--- config.mk ---
export PLATFORM = sky130hd
export DESIGN_NAME = run_controller
export DESIGN_NICKNAME = d
export VERILOG_FILES = /design/src/rtl/runctl_pkg.sv /design/src/rtl/rr_arb2.sv /design/src/rtl/run_controller.sv
export SDC_FILE = /design/constraint.sdc
export NUM_CORES = 1
export LEC_CHECK = 0
export CORE_MARGIN = 2
export CORE_UTILIZATION = 49
export CTS_CLUSTER_DIAMETER = 150
export DETAILED_ROUTE_END_ITERATION = 8
export HOLD_SLACK_MARGIN = 0.15
export PLACE_DENSITY = 0.89
export SYNTH_ARGS = -nofsm -noshare
export SYNTH_HDL_FRONTEND = slang
export SYNTH_SLANG_ARGS = --single-unit
export TNS_END_PERCENT = 30
--- constraint.sdc ---
create_clock -name Clk -period 3.7 [get_ports Clk]
set_input_delay 0.555 -clock Clk [delete_from_list [all_inputs] [get_ports Clk]]
set_output_delay 0.555 -clock Clk [all_outputs]
set_load 0.03 [all_outputs]
--- src/rtl/runctl_pkg.sv ---
// Shared definitions for the run controller: FSM state encoding and datapath widths.
package runctl_pkg;
  localparam int LEN_W = 3;
  localparam int Q_W   = 2;

  typedef enum logic [1:0] {
    IDLE  = 2'd0,
    CLEAR = 2'd1,
    RUN   = 2'd2,
    DONE  = 2'd3
  } state_t;
endpackage

--- src/rtl/rr_arb2.sv ---
// Two-way round-robin arbiter, combinational; a tie goes to the requester not granted last.
module rr_arb2 (
  input  logic [1:0] req,
  input  logic       last_b,
  output logic [1:0] gnt
);
  always_comb begin
    gnt = req;
    if (req == 2'b11) begin
      gnt = last_b ? 2'b01 : 2'b10;
    end
  end
endmodule

--- src/rtl/run_controller.sv ---
// Arbitrated burst controller: clear, run for Len+1 cycles, one-cycle done; all outputs registered.
// RUNCTL_QCHECK_EN adds a shadow counter that checks {QA,QB} and flags mismatches on QErr.
module run_controller
  import runctl_pkg::*;
(
  input  logic             Clk,
  input  logic             Reset,
  input  logic             ReqA,
  input  logic             ReqB,
  input  logic [LEN_W-1:0] LenA,
  input  logic [LEN_W-1:0] LenB,
  input  logic             QA,
  input  logic             QB,
  output logic             Run,
  output logic             CntClr,
  output logic             GntA,
  output logic             GntB,
  output logic             Busy,
  output logic             Done,
  output logic             Short,
  output logic             QErr
);
  state_t           state_q, state_d;
  logic [LEN_W-1:0] cnt_q, cnt_d;
  logic [1:0]       gnt_q, gnt_d;
  logic             last_b_q, last_b_d;
  logic             run_q, run_d;
  logic             clr_q, clr_d;
  logic             busy_q, busy_d;
  logic             done_q, done_d;
  logic             short_q, short_d;
  logic [1:0]       arb_gnt;
  logic             granted_req;

  rr_arb2 u_arb (
    .req    ({ReqB, ReqA}),
    .last_b (last_b_q),
    .gnt    (arb_gnt)
  );

  assign granted_req = |(gnt_q & {ReqB, ReqA});

  always_comb begin
    state_d  = state_q;
    cnt_d    = cnt_q;
    gnt_d    = gnt_q;
    last_b_d = last_b_q;
    short_d  = 1'b0;
    case (state_q)
      IDLE: begin
        if (|arb_gnt) begin
          state_d = CLEAR;
          gnt_d   = arb_gnt;
          cnt_d   = arb_gnt[1] ? LenB : LenA;
        end
      end
      CLEAR: begin
        if (!granted_req) begin
          state_d = DONE;
          short_d = 1'b1;
        end else begin
          state_d = RUN;
        end
      end
      RUN: begin
        // A dropped request wins over normal completion so the abort is always reported.
        if (!granted_req) begin
          state_d = DONE;
          short_d = 1'b1;
        end else if (cnt_q == '0) begin
          state_d = DONE;
        end else begin
          cnt_d = cnt_q - LEN_W'(1);
        end
      end
      DONE: begin
        state_d  = IDLE;
        gnt_d    = 2'b00;
        last_b_d = gnt_q[1];
      end
      default: state_d = IDLE;
    endcase
    run_d  = (state_d == RUN);
    clr_d  = (state_d == CLEAR);
    busy_d = (state_d != IDLE);
    done_d = (state_d == DONE);
  end

  always_ff @(posedge Clk) begin
    if (Reset) begin
      state_q  <= IDLE;
      cnt_q    <= '0;
      gnt_q    <= 2'b00;
      last_b_q <= 1'b1;
      run_q    <= 1'b0;
      clr_q    <= 1'b0;
      busy_q   <= 1'b0;
      done_q   <= 1'b0;
      short_q  <= 1'b0;
    end else begin
      state_q  <= state_d;
      cnt_q    <= cnt_d;
      gnt_q    <= gnt_d;
      last_b_q <= last_b_d;
      run_q    <= run_d;
      clr_q    <= clr_d;
      busy_q   <= busy_d;
      done_q   <= done_d;
      short_q  <= short_d;
    end
  end

`ifdef RUNCTL_QCHECK_EN
  logic [Q_W-1:0] shadow_q, shadow_d;
  logic           qerr_q, qerr_d;

  // Shadow tracks what the counter should read: zero after CLEAR, +1 per Run cycle.
  always_comb begin
    shadow_d = shadow_q;
    qerr_d   = qerr_q;
    if (state_q == CLEAR) begin
      shadow_d = '0;
    end else if (run_q) begin
      shadow_d = shadow_q + Q_W'(1);
    end
    if (state_d == CLEAR) begin
      qerr_d = 1'b0;
    end else if ((state_q == RUN || state_q == DONE) && ({QA, QB} != shadow_q)) begin
      qerr_d = 1'b1;
    end
  end

  always_ff @(posedge Clk) begin
    if (Reset) begin
      shadow_q <= '0;
      qerr_q   <= 1'b0;
    end else begin
      shadow_q <= shadow_d;
      qerr_q   <= qerr_d;
    end
  end

  assign QErr = qerr_q;
`else
  logic unused_qin;
  assign unused_qin = QA ^ QB;
  assign QErr       = 1'b0;
`endif

  assign Run    = run_q;
  assign CntClr = clr_q;
  assign GntA   = gnt_q[0];
  assign GntB   = gnt_q[1];
  assign Busy   = busy_q;
  assign Done   = done_q;
  assign Short  = short_q;
endmodule

======== Word-level counts from Yosys, hierarchy flattened ========
Index checks and enable logic that the tools add are counted.
cells by class
  add/sub/neg operators ................... 1
  equal/unequal tests ..................... 10
  mux-type cells .......................... 15
  bitwise gates (word level) .............. 2
  reduce and logical (&&, ||, !) cells .... 11
operators by type and width
  cell                                                                 count
  2-bit 2-to-1 mux                                                     6
  3-bit 2-to-1 mux                                                     4
  2-bit == test (second input constant)                                5
  2-bit case mux with 4 select lines                                   1
  2-bit OR reduction                                                   4
  2-bit != test (second input constant)                                3
  3-bit case mux with 2 select lines                                   1
  2-bit nonzero test                                                   3
  2-bit by 1-bit == test with 1-bit output (second input constant)     2
  2-bit case mux with 2 select lines                                   1
  4-bit AND reduction                                                  1
  3-bit zero test                                                      1
  3-bit by 1-bit subtractor with 3-bit output (second input constant)  1
  2-bit AND                                                            1
  2-bit zero test                                                      1
  1-bit 2-to-1 mux                                                     2
  2-bit AND reduction                                                  1
  1-bit inverter                                                       1
word-level totals
  flip-flop bits (word level) ............. 13
  bits of input ports ..................... 12
  output and inout port bits .............. 8
  word-level logic and storage cells ...... 48

======== Logic depth before layout (Yosys ltp) ========
  depth after elaboration ................. 6
  mapped depth ............................ 6
  depth with buffers taken out ............ 6

======== By module ========
A second synthesis with hierarchy kept.
unflattened totals
  cell total of the unflattened synthesis .. 84
  area total of the unflattened synthesis .. 735.7 µm²
by module, submodules not included
  module          instances  cells an instance  area each (µm²)  seq. area each (µm²)
  run_controller  1          81                 716.9            260.2
  rr_arb2         1          3                  18.8             0.0

======== Worst setup path after synthesis ========
Ideal clock, no wire load.
  path kind ............................... reg2reg
  start ................................... reg state_q[0]
  end ..................................... reg cnt_q[2]
  setup time .............................. 0.135 ns
  arrival ................................. 1.318 ns
  data required time ...................... 3.565 ns
  slack ................................... 2.248 ns
  stages on the path, launching flop included .. 6
  buffers on the path ..................... 0
  clock period less this slack ............ 1.452 ns
  cells stage by stage .................... dfxtp_1 > inv_1 > ha_1 > or3b_1 > a221oi_1 > a211oi_1
on the way
  cells in the longest elaborated chain, start to end .. 3
  elaborated cells on any way between the ends .. 8
  those cells by class .................... eq/ne: 4; mux: 1; reduce/logical: 3
RTL lines
  what                                                                  RTL line               text
  start, declared                                                       run_controller.sv:23   state_t state_q, state_d;
  start signal, assigned                                                run_controller.sv:101  state_q <= state_d;
  2-bit == test / 2-bit zero test (equally long branches)               run_controller.sv:49   case (state_q)
  2-bit != test (no line) / 2-bit nonzero test (equally long branches)  n/a
  4-bit AND reduction (no line)                                         n/a
  end signal, assigned                                                  run_controller.sv:102  cnt_q <= cnt_d;
  end, declared                                                         run_controller.sv:24   logic [LEN_W-1:0] cnt_q, cnt_d;
Parallel ways exist; a longest one is shown, timed or not.
A chain may end at the register's enable or synchronous reset.

======== Worst setup path after layout ========
  start ................................... reg gnt_q[1]
  end ..................................... out GntB
RTL lines
  what                    RTL line               text
  start, declared         run_controller.sv:25   logic [1:0] gnt_q, gnt_d;
  start signal, assigned  run_controller.sv:103  gnt_q <= gnt_d;
  end, declared           run_controller.sv:17   output logic GntB,
No word-level cell between the ends.

==> metrics <==
Worst-Skew Late Latency=0.28 ns; wire per inst=11.8 um; clock skew=0.00861 ns; Fill cells=96; peak supply drop=0.436 mV; clk slew on worst S/H paths=0.08 ns; ratio of cells with drive above 1 in the final layout=0.0889; Net Count, Synth=91; fin crit period=1.94 ns; H-tree Lvls=1; Syn Area/Cell=9.77 um2; vias per inst=5.40; RSZ-0062 raised after global routing=false; CP max stage delay=0.70 ns; hpwl dp=999 um; HP Class=register to register; share of synthesized registers carrying an async set or reset=0; met3 WL=42 um; die span in x=41.9 um; Yosys cell types=36; Final ANT Viol Nets=0; Worst EP arrival=1.39 ns; Clock Path Buffers=2; CTS tree=done; # DRC=0; area of the mapped netlist=703 um2; DIE AREA=1750 um2; PortBufs=16; Req. time, crit path=3.14 ns; uppermost layer routed=met4; crit start category=register; Synth Instances=72; drt total wl=1.24 mm; final hold viol count=0; Ports=20; Vias=567; final net count=110; sequential-to-total area share from yosys stat=0.370; CTS root buffer=clkbuf_4; initial antenna violation count=0; post-CTS sizing=0; # Max-Cap Violations=0; final setup vio count=0; setup TNS=0 ns; number of synthesized flops with an enable pin=0; #FFs+latches synth=13; Syn-to-layout area delta=27.6%; status=finished, final reports clean; Worst path slowest cell=clkdlybuf4s50_1; Pins Over Slew Limit=0; cells along the critical path=clkdlybuf4s50_1; largest net degree at the start of global routing=11; die height=41.9 um; Buf+Inv Stages, Crit Path=1; synth warn=0; core area=1320 um2; P_leak=0.364 nW; top_reg_cell synth=dfxtp_1; GPL Wtd Cong=0.823; Overall Power=745 uW; CP endpoint kind=output pin; Post-CTS Setup Bufs=0; row count=13; Max Freq=0.515 GHz; Max FO, Critical Path=5; Tot GR Track Use=0.169; pwr/cell area=831 nW/um2; CTS sink count=13; CP delay by family, top=buffers and inverters; initial core utilization=0.534; first-pass GRT wire length=2.22 mm; Detailed Routing Iterations Pass 1=4; Met2 Wirelength=605 um; CTS Hold Buffers Added=0; wl on met1=560 um; vias in the first global route=543; GRT overflow=0; critical setup path kind=register to output pin; final worst-path cycle share=0.525; ant diodes=0; Initial DRC Count=10; Num CTS Buffers=3
==> layout by cell type, fill, tap and decap left out, types with 2 or more instances in the layout <==
master	n
clkdlybuf4s50_1	16
nand2b_1	3
ha_1	7
nor2b_1	3
a22oi_1	2
nor2_1	4
clkbuf_4	3
inv_1	6
a21oi_1	4
dfxtp_1	13
o21ai_0	3
==> logic make-up (layout without fill, tap and decap cells) <==
kind of cell             count (synthesis)  count (layout)  synth area share
AO/OA/AOI/OAI                           21              21             0.235
AND/OR/NAND/NOR                         19              19             0.171
flip-flops                              13              13             0.370
buffers and inverters                    8              26            0.0480
adder cells (fa/ha/maj)                  7               7             0.125
multiplexers                             3               3            0.0463
other                                    1               1           0.00533
==> final timing paths <==
kind	startpoint	to	slack, ns	depth (start not counted)
worst min register to register	cnt_q[1]$_SDFFE_PP0P_	cnt_q[1]$_SDFFE_PP0P_	0.50	2
worst min-delay path	cnt_q[1]$_SDFFE_PP0P_	cnt_q[1]$_SDFFE_PP0P_	0.50	2
worst max-delay path	gnt_q[1]$_SDFFE_PP0P_	GntB	1.76	1
worst max register to register	state_q[0]$_SDFF_PP0_	cnt_q[2]$_SDFFE_PP0P_	2.09	5
==> per-stage QoR <==
stage          utilization  worst slack, ns  hold WS, ns  cells  area [um2]
4_1_cts              0.681             1.75        0.509    105         897
2_1_floorplan            -             2.25        0.449     72         703
3_3_place_gp         0.661             1.58        0.464    101         871
3_5_place_dp         0.661             1.53        0.497    101         871
6_report             0.681             1.76        0.503    105         897
5_1_grt              0.681             1.66        0.518    105         897
==> final cells by class <==
class / instances / area (um2) / area share
sequential: 13 / 260 / 0.290
timing repair buffer: 16 / 160 / 0.179
tap: 15 / 18.8 / 0.0209
inverter: 6 / 22.5 / 0.0251
clock buffer: 4 / 26.3 / 0.0293
multi-input combinational: 51 / 409 / 0.456
==> power by group <==
group	total (mW)	internal (mW)	switching, mW
logic	0.425	0.196	0.228
clock network	0.0870	0.0418	0.0452
registers	0.233	0.200	0.0330
total	0.745	0.438	0.307
==> synth_stat cells, types with 2 or more instances <==
master	n	share of area
a21oi_1	4	0.028
a22oi_1	2	0.021
dfxtp_1	13	0.37
ha_1	7	0.12
inv_1	6	0.032
nand2b_1	3	0.027
nor2_1	4	0.021
nor2b_1	3	0.027
o21ai_0	3	0.021
==> registers in the layout (all words and copies together) (netlist names) <==
signal,cells
cnt_q,3
state_q,2
Busy,1
Run,1
last_b_q,1
CntClr,1
Done,1
Short,1
gnt_q,2
==> metal layers <==
metal / vias to the layer above / GRT usage
li1: 293 / -
met1: 258 / 0.199
met2: 11 / 0.278
met3: 5 / 0.0391
met4: 0 / 0.0968
met5: - / 0
==> tightest hold or removal path, stage by stage (launching register included) <==
cell and delay, ns:
dfxtp_1 0.33, nand2b_1 0.07, mux2i_1 0.06
(Power assumes the default switching activity.)
==> variant, RTL diff (same settings) <==
Set the package constant `LEN_W` to 6 (it was 3).
--- a/src/rtl/runctl_pkg.sv
+++ b/src/rtl/runctl_pkg.sv
@@ -1,6 +1,6 @@
 // Shared definitions for the run controller: FSM state encoding and datapath widths.
 package runctl_pkg;
-  localparam int LEN_W = 3;
+  localparam int LEN_W = 6;
   localparam int Q_W   = 2;
 
   typedef enum logic [1:0] {
Interface: changed (resized LenA and LenB); port bits go from 20 to 26. No check against the original RTL was run, so the function may have changed too.
==> variant against the original RTL <==
  * Cell area grew 34%
  * Synthesized area increased by 36%
  * Sequential share of layout area fell by 2.5 points
  * Sequential cell count up 3
  * Highest routed layer unchanged
  * Setup slack worse by 0.19 ns
  * Wire length is 75% higher
  * Clock skew shrank 0.0059 ns
  * Utilization shrank 0.44 points
  * Largest cell class unchanged
  * Power grew 28%
==> variant: results (changes against the original RTL) <==
Post-Synth Adder-Cell Area=6.562% (-5.9 points); Placed Instance Area=1184 um2 (+36%); Seq cells post-synth=16 (+3); Reg area=320.3 um2 (+23%); Inverters=7 (+1); leakage=0.4500 nW (+23%); RD Place Congestion=0.8871 (+7.8%); fraction of area in multi-input gates=48.55% (+2.9 points); Via Count=889 (+57%); Comb pwr share=59.4% (+2.4 points); status=completed; worst stage delay on the critical path=0.58 ns (-0.12 ns); Hold Path End=cnt_q[5]$_SDFFE_PP0P_; Hold Worst Slack=0.5170 ns (+0.01434 ns); Total GRT Usage=22.98% (+6.1 points); Seq power=0.000294 W (+26%); Iter 0 DRT Violations=21 (+11); vias in the first global route=835 (+54%); DPL Wire Length=1674 um (+68%); clk_skew=0.002730 ns (-0.005878 ns); post-synthesis compound-gate area fraction=30.58% (+7.1 points); reg2reg setup slack=1.56 ns (-0.53 ns); Ys Warns=0 (unchanged); Power Total=0.0009510 W (+28%); Buffers, non-clock=22 (+6); Yosys cell types=44 (+22%); Sw Share=45.53% (+4.4 points); mux contribution to synthesized area=6.824% (+2.2 points); most frequent cells after synthesis=dfxtp_1, inv_1, o21ai_0; clock buffers=3 (-1); IO buf count=22 (+6); ratio of cells with drive above 1 in the final layout=12.10% (+3.2 points); syn_area_per_cell=9.256 um2 (-5.2%); Layout clock area frac=1.867% (-1.1 points); top area cells in the synthesized netlist=dfxtp_1, ha_1, mux2_2; Placement Setup Slack=1.335 ns (-0.1910 ns); R2R depth=6 (+1); met1 Use GR=27.05% (+7.1 points); Post-Syn Nets=126 (+38%); multi-input gate count=76 (+49%); Cell Pwr Density=788.4 nW/um2 (-5.1%); register area share after synthesis=33.60% (-3.4 points); first-pass GRT wire length=3581 um (+61%); FMAX=0.4683 GHz (-9.1%); biggest regs=cnt_q (6), gnt_q (2), state_q (2); Slowest-stage cell, CP=ha_1; met2 wire length=1068 um (+77%); largest net degree at the start of global routing=22 (+11); Metal-1 WL=899 um (+61%); Max VDD drop=0.0004514 V (+3.4%); Non-clock buffer share=18.26% (+0.40 points); CP Data Arrival Time=2.31 ns (+0.92 ns); FILL cells=151 (+57%); RR Endpoint=cnt_q[1]$_SDFFE_PP0P_; Hold Crit Start=cnt_q[5]$_SDFFE_PP0P_
[variant: cell count changes after synthesis, moves of 2 or more]
cell	change
o22a_1	+2
dfxtp_1	+3
nor3_1	+4
o22ai_1	+2
nand2_1	+3
buf_2	+2
o21ai_0	+4
nand2b_1	+2
o2111ai_1	+2
mux2_2	+3
ha_1	-2
[variant: worst max path at each step]
stage / start / endpoint / slack (ns) / cells past startpoint
final: state_q[0]$_SDFF_PP0_ / cnt_q[1]$_SDFFE_PP0P_ / 1.56 / 6
after global routing: state_q[0]$_SDFF_PP0_ / cnt_q[1]$_SDFFE_PP0P_ / 1.38 / 6
after CTS: state_q[0]$_SDFF_PP0_ / cnt_q[1]$_SDFFE_PP0P_ / 1.56 / 6
after detailed placement: ReqB / cnt_q[3]$_SDFFE_PP0P_ / 1.34 / 5
after global placement: ReqB / cnt_q[3]$_SDFFE_PP0P_ / 1.38 / 5
after floorplan: ReqB / cnt_q[2]$_SDFFE_PP0P_ / 2.11 / 4
